**config.mk**
```make
export PLATFORM = sky130hd
export DESIGN_NAME = neuron_nn1_layer2
export DESIGN_NICKNAME = d
export VERILOG_FILES = /design/src/rtl/nn1_pkg.sv /design/src/rtl/nn1_relu_quant.sv /design/src/rtl/neuron_nn1_layer2.sv
export SDC_FILE = /design/constraint.sdc
export NUM_CORES = 1
export LEC_CHECK = 0
export CORE_ASPECT_RATIO = 1.5
export CORE_UTILIZATION = 56
export DETAILED_ROUTE_END_ITERATION = 12
export PLACE_DENSITY = 0.89
export SLEW_MARGIN = 25
export SYNTH_ARGS = -nofsm -noshare
export SYNTH_HDL_FRONTEND = slang
export SYNTH_HIERARCHICAL = 1
export SYNTH_SLANG_ARGS = --single-unit
```
**constraint.sdc**
```tcl
create_clock -name clk3 -period 22.4 [get_ports clk3]
set_input_delay 2.24 -clock clk3 [delete_from_list [all_inputs] [get_ports clk3]]
set_output_delay 2.24 -clock clk3 [all_outputs]
set_load 0.01 [all_outputs]
```
**src/rtl/nn1_pkg.sv**
```systemverilog
// Shared parameters and state encoding for the nn1 layer-2 neuron.
// Also provides the accumulator width helper used by later layers.
package nn1_pkg;

    localparam int NUM_IN     = 32;
    localparam int IN_BIT     = 4;
    localparam int WEIGHT_BIT = 4;
    localparam int BIAS_BIT   = 6;
    localparam int OUT_BIT    = 4;
    localparam int SHIFT      = 3;

    function automatic int acc_width(int ib, int wb, int n);
        return ib + wb + 1 + $clog2(n);
    endfunction

    localparam int ACC_BIT = acc_width(IN_BIT, WEIGHT_BIT, NUM_IN);

    typedef logic [1:0] state_t;

    localparam state_t ST_IDLE   = 2'd0;
    localparam state_t ST_MAC    = 2'd1;
    localparam state_t ST_FINISH = 2'd2;

endpackage

```
**src/rtl/nn1_relu_quant.sv**
```systemverilog
// ReLU, arithmetic right shift and unsigned saturation to OUT_W bits.
// Purely combinational so every layer can reuse it.
module nn1_relu_quant #(
    parameter int IN_W  = 15,
    parameter int OUT_W = 4,
    parameter int SHIFT = 3
) (
    input  logic signed [IN_W-1:0] s,
    output logic        [OUT_W-1:0] q
);

    logic signed [IN_W-1:0] sh;

    assign sh = s >>> SHIFT;

    // Only strictly positive sums pass; shifted value is then non-negative.
    always_comb begin
        q = '0;
        if (!s[IN_W-1] && (|s)) begin
            if (|sh[IN_W-1:OUT_W])
                q = '1;
            else
                q = sh[OUT_W-1:0];
        end
    end

endmodule

```
**src/rtl/neuron_nn1_layer2.sv**
```systemverilog
// Sequential multiply-accumulate neuron: one input per cycle,
// then bias, ReLU and requantization in a single finish cycle.
module neuron_nn1_layer2 #(
    parameter int NUM_IN     = nn1_pkg::NUM_IN,
    parameter int IN_BIT     = nn1_pkg::IN_BIT,
    parameter int WEIGHT_BIT = nn1_pkg::WEIGHT_BIT,
    parameter int BIAS_BIT   = nn1_pkg::BIAS_BIT,
    parameter int OUT_BIT    = nn1_pkg::OUT_BIT,
    parameter int SHIFT      = nn1_pkg::SHIFT
) (
    input  logic                         clk3,
    input  logic                         reset2,
    input  logic                         start,
    input  logic [NUM_IN*IN_BIT-1:0]     in_features,
    input  logic [NUM_IN*WEIGHT_BIT-1:0] in_weights,
    input  logic [BIAS_BIT-1:0]          bias,
    output logic                         busy,
    output logic [OUT_BIT-1:0]           out,
    output logic                         out_valid
);

    import nn1_pkg::*;

    localparam int ACC_W  = acc_width(IN_BIT, WEIGHT_BIT, NUM_IN);
    localparam int IDX_W  = (NUM_IN > 1) ? $clog2(NUM_IN) : 1;
    localparam int PROD_W = IN_BIT + WEIGHT_BIT + 1;
    localparam int SUM_W  = ACC_W + 1;

    localparam logic [IDX_W-1:0] IDX_LAST = IDX_W'(NUM_IN - 1);
    localparam logic [IDX_W-1:0] IDX_ONE  = IDX_W'(1);

    state_t                         state;
    logic [NUM_IN*IN_BIT-1:0]       feat_q;
    logic [NUM_IN*WEIGHT_BIT-1:0]   wt_q;
    logic [BIAS_BIT-1:0]            bias_q;
    logic signed [ACC_W-1:0]        acc;
    logic [IDX_W-1:0]               idx;

    logic signed [PROD_W-1:0]       f_ext;
    logic signed [PROD_W-1:0]       w_ext;
    logic signed [PROD_W-1:0]       prod;
    logic signed [ACC_W-1:0]        acc_next;
    logic signed [SUM_W-1:0]        sum;
    logic [OUT_BIT-1:0]             q;

    // Captured vectors shift down one element per MAC cycle,
    // so element 0 is always the current term.
    assign f_ext = {{(PROD_W-IN_BIT){1'b0}}, feat_q[IN_BIT-1:0]};
    assign w_ext = {{(PROD_W-WEIGHT_BIT){wt_q[WEIGHT_BIT-1]}},
                    wt_q[WEIGHT_BIT-1:0]};
    assign prod  = f_ext * w_ext;

    assign acc_next = acc + {{(ACC_W-PROD_W){prod[PROD_W-1]}}, prod};

    assign sum = {acc[ACC_W-1], acc}
               + {{(SUM_W-BIAS_BIT){bias_q[BIAS_BIT-1]}}, bias_q};

    nn1_relu_quant #(
        .IN_W  (SUM_W),
        .OUT_W (OUT_BIT),
        .SHIFT (SHIFT)
    ) u_relu_quant (
        .s (sum),
        .q (q)
    );

    always_ff @(posedge clk3 or posedge reset2) begin
        if (reset2) begin
            state     <= ST_IDLE;
            busy      <= 1'b0;
            out       <= '0;
            out_valid <= 1'b0;
            acc       <= '0;
            idx       <= '0;
            feat_q    <= '0;
            wt_q      <= '0;
            bias_q    <= '0;
        end else begin
            out_valid <= 1'b0;
            case (state)
                ST_IDLE: begin
                    if (start) begin
                        feat_q <= in_features;
                        wt_q   <= in_weights;
                        bias_q <= bias;
                        acc    <= '0;
                        idx    <= '0;
                        busy   <= 1'b1;
                        state  <= ST_MAC;
                    end
                end
                ST_MAC: begin
                    feat_q <= feat_q >> IN_BIT;
                    wt_q   <= wt_q >> WEIGHT_BIT;
                    acc    <= acc_next;
                    idx    <= idx + IDX_ONE;
                    if (idx == IDX_LAST)
                        state <= ST_FINISH;
                end
                ST_FINISH: begin
                    out       <= q;
                    out_valid <= 1'b1;
                    busy      <= 1'b0;
                    state     <= ST_IDLE;
                end
                default: begin
                    state <= ST_IDLE;
                    busy  <= 1'b0;
                end
            endcase
        end
    end

endmodule

```
# After elaboration in Yosys (flattened, before gate mapping)
# Cells that the tools add are included.
# word_totals
out_inout_bits,6
reg_bits,289
# classes
n_eq_ne,5
add_sub_neg,3
multipliers,1
bitwise,1
reduce_logical,10
muxes,16
# op_table
operator,n
case mux 128 bit (2 select lines),2
two-way mux 128 bit,2
case mux 14 bit (2 select lines),1
adder 14 x 6 -> 15 bit,1
OR reduction 15 bit,1
adder 14 bit,1
two-way mux 14 bit,1
case mux 5 bit (2 select lines),1
multiplier 5 x 4 -> 9 bit,1
two-way mux 4 bit,2
AND reduction 2 bit,4
OR reduction 8 bit,1
adder 5 x 1 -> 5 bit (second input constant),1
== test 5 bit (second input constant),1
two-way mux 5 bit,1
two-way mux 2 bit,2
!= test 2 bit (second input constant),2
case mux 2 bit (2 select lines),1
== test 2 x 1 -> 1 bit (second input constant),1
== test 2 bit (second input constant),1
logical NOT 2 bit,1
two-way mux 1 bit,2
case mux 1 bit (2 select lines),1
nonzero test 2 bit,1
3 further kinds,3

# Logic depth before layout (Yosys ltp)
# depth
depth_word,4
depth_mapped,20
ltp_nobuf,20

# Modules after synthesis
# The synthesis kept the hierarchy.
# modules_own_cells
mod,seq_area_each_um2,cells_per_inst,n_inst,area_each_um2
neuron_nn1_layer2,7231.9,1475,1,13501.7
nn1_relu_quant,0.0,9,1,66.3

# Worst setup path before layout
# No wires, ideal clock.
# synth_timing
kind,reg2reg
start,reg feat_q[0]
end,reg acc[13]
setup_ns,0.067
stages_incl_launch_ff,17
required_ns,22.333
arrival_time_ns,4.691
path_slack_ns,17.642
synth_period_minus_slack_ns,4.758
n_path_buf,0
path_cell_list,dfrtp_1 -> nand2b_1 -> fa_1 -> fa_1 -> fa_1 -> inv_1 -> ha_1 -> a211oi_1 -> nor3_1 -> or3b_1 -> ha_1 -> a211oi_1 -> nor2_1 -> o31a_4 -> o31a_1 -> o41ai_1 -> nand2b_1
# synth_between
elab_chain_cells,3
# synth_lines
item,line_no,rtl
start: declaration,neuron_nn1_layer2.sv:33,logic [NUM_IN*IN_BIT-1:0] feat_q;
start signal: assignment,neuron_nn1_layer2.sv:83,feat_q <= in_features;
start signal: assignment,neuron_nn1_layer2.sv:93,feat_q <= feat_q >> IN_BIT;
multiplier 5 x 4 -> 9 bit,neuron_nn1_layer2.sv:51,assign prod = f_ext * w_ext;
adder 14 bit,neuron_nn1_layer2.sv:53,"assign acc_next = acc + {{(ACC_W-PROD_W){prod[PROD_W-1]}}, prod};"
case mux 14 bit (2 select lines),neuron_nn1_layer2.sv:80,case (state)
end signal: assignment,neuron_nn1_layer2.sv:95,acc <= acc_next;
end: declaration,neuron_nn1_layer2.sv:36,logic signed [ACC_W-1:0] acc;
# No other way between the ends.
# A chain may end at the register's enable or synchronous reset.

# Final worst setup path
# Same ends and word-level chain as after synthesis.

==> results.py <==
metrics = {
    "route": {
        "viasPerCell": 5.82,
        "antenna_left": 0,
        "drc": 0,
        "drt_first_pass_iters": 5,
        "routed_wirelength_microns": 36600,
        "dr_total_vias": 11900,
        "drt-initial-drc-count": 1060,
        "wl_per_cell_microns": 17.9,
    },
    "cts": {
        "post_cts_buffers": 0,
        "cts-root-buf": "clkbuf_16",
        "worstSkewPairLatency_ns": 0.54,
        "cts.htree.levels": 1,
        "cts_resized": 0,
        "clock-sinks": 289,
        "cts_buffer_depth": 3,
        "cts.clk_slew.worst_paths_ns": 0.07,
        "cts_tree": "yes",
        "cts_buffers": 28,
        "cts_hold_buffers": 0,
    },
    "power": {
        "p_per_area_nw_per_um2": 157,
        "peakVddDrop_v": 0.000128,
        "leakagePower_uw": 0.00764,
        "power.total_uw": 2710,
    },
    "sta": {
        "maxSlewHeadroom_pct": 37.6,
        "rsz0062_at_grt": "no",
        "fin_crit_ns": 5.32,
        "worst_slack_ns": 17.08,
        "slew_violations": 0,
        "setup_tns_ns": 0,
        "setup_viol": 0,
        "skew_ns": 0.0228,
        "fmax_ghz": 0.188,
        "finalHoldViolCount": 0,
        "worst_pin_slew_ns": 0.936,
        "hold_ws_ns": 0.479,
        "min_period_over_period_pct": 23.7,
    },
    "place": {
        "io_buffers": 270,
        "dp_worst_setup_slack_ns": 16.86,
        "dp.final_hpwl_microns": 24700,
        "place_congestion": 0.897,
    },
    "grt": {
        "grt_max_degree": 170,
        "grt_usage_pct": 29.7,
        "grt_pass1_wl_microns": 57900,
        "first_global_vias": 11993,
        "gr-total-overflow": 0,
        "antenna_found_initial": 7,
    },
    "setup_path": {
        "cp.arrival_ns": 5.79,
        "critPathLaunchType": "register",
        "worstPathRequired_ns": 22.87,
        "crit_fanout": 8,
        "worstSetupPathType": "reg2reg",
        "critPathCaptureType": "register",
    },
    "yosys": {
        "syn_inst": 1482,
        "syn_avg_cell_area_sq_um": 9.15,
        "syn-num-nets": 1801,
        "syn-cell-area_sq_um": 13600,
        "ys_warn_count": 6,
    },
    "cells_and_area": {
        "area_delta_synth_final_pct": 27.7,
        "final_nets": 2019,
        "multiInputGateArea_sq_um": 5870,
        "seq_area_sq_um": 7230,
        "fillers": 1686,
        "layout-drive-gt1-share_pct": 3.73,
        "final_cell_mix": "nor2_1, dfrtp_1, clkdlybuf4s50_1",
        "layout_commonest_cell": "nor2_1",
    },
    "floorplanning": {
        "start_util_pct": 57.1,
        "ioPinCount": 271,
        "fp.dieArea_sq_um": 24800,
        "die_height_microns": 193,
        "core_sq_um": 23700,
        "rows": 69,
        "fp.dieW_microns": 129,
    },
    "flow_run": {
        "cap_violations": 0,
    },
    "outcome": {
        "status": "completed",
    },
    "hold_path": {
        "hold_class": "reg2reg",
    },
}
stage by stage:
stage | area [sq um] | cells | util (%)
floorplan | 13600 | 1482 | -
global placement | 16400 | 1988 | 69.2
detailed placement | 16400 | 1988 | 69.2
CTS | 17300 | 2033 | 72.7
global route | 17300 | 2042 | 72.9
finish | 17300 | 2043 | 72.9
routing by layer:
layer  global-route usage [%]  part of all wire, %  vias up
met5                        0                    0        -
met4                     16.8                  5.3        0
met3                     6.24                  6.6      118
met2                     51.4                   52      421
met1                     33.9                   36     5756
li1                         -                    -     5605
layout make-up:
cell class	count	share of cell area, %
multi-input combinational	1065	33.9
inverter	35	0.802
clock buffer	40	4.55
timing repair buffer	281	16.3
sequential	289	41.8
tap	319	2.31
clock inverter	5	0.325
antenna	9	0.130
flip-flops by register name, summed over array words and instances, names as in the netlist:
name,count
bias_q,6
wt_q,128
busy,1
out,4
out_valid,1
state,2
acc,14
feat_q,128
idx,5
final timing paths:
| kind | slack (ns) | cells past startpoint | endpoint | startpoint |
|---|---|---|---|---|
| worst max-delay path | 17.08 | 16 | acc[13] | feat_q[0] |
| worst min-delay path | 0.48 | 2 | wt_q[28] | wt_q[28] |
| worst max register to register | 17.08 | 16 | acc[13] | feat_q[0] |
| worst min register to register | 0.48 | 2 | wt_q[28] | wt_q[28] |
| max in group asynchronous | 18.69 | 3 | feat_q[114] | reset2 |
| min in group asynchronous | 2.22 | 2 | feat_q[12] | reset2 |
critical path, cell delays in order, from the launching register on:
cell	delay [ns]
dfrtp_1	0.42
nand2b_1	0.18
fa_1	0.53
fa_1	0.52
fa_1	0.47
inv_1	0.09
ha_1	0.24
a211oi_1	0.36
nor3_1	0.10
or3b_1	0.52
ha_1	0.41
a211oi_1	0.30
nor2_1	0.11
o31a_4	0.28
o31a_1	0.26
o41ai_1	0.32
nand2b_1	0.15
where the power goes:
part	internal (uW)	total (uW)	switching [uW]
clock network	254	449	196
registers	782	950	168
logic	587	1310	725
Power figures use the tool's default switching activity.
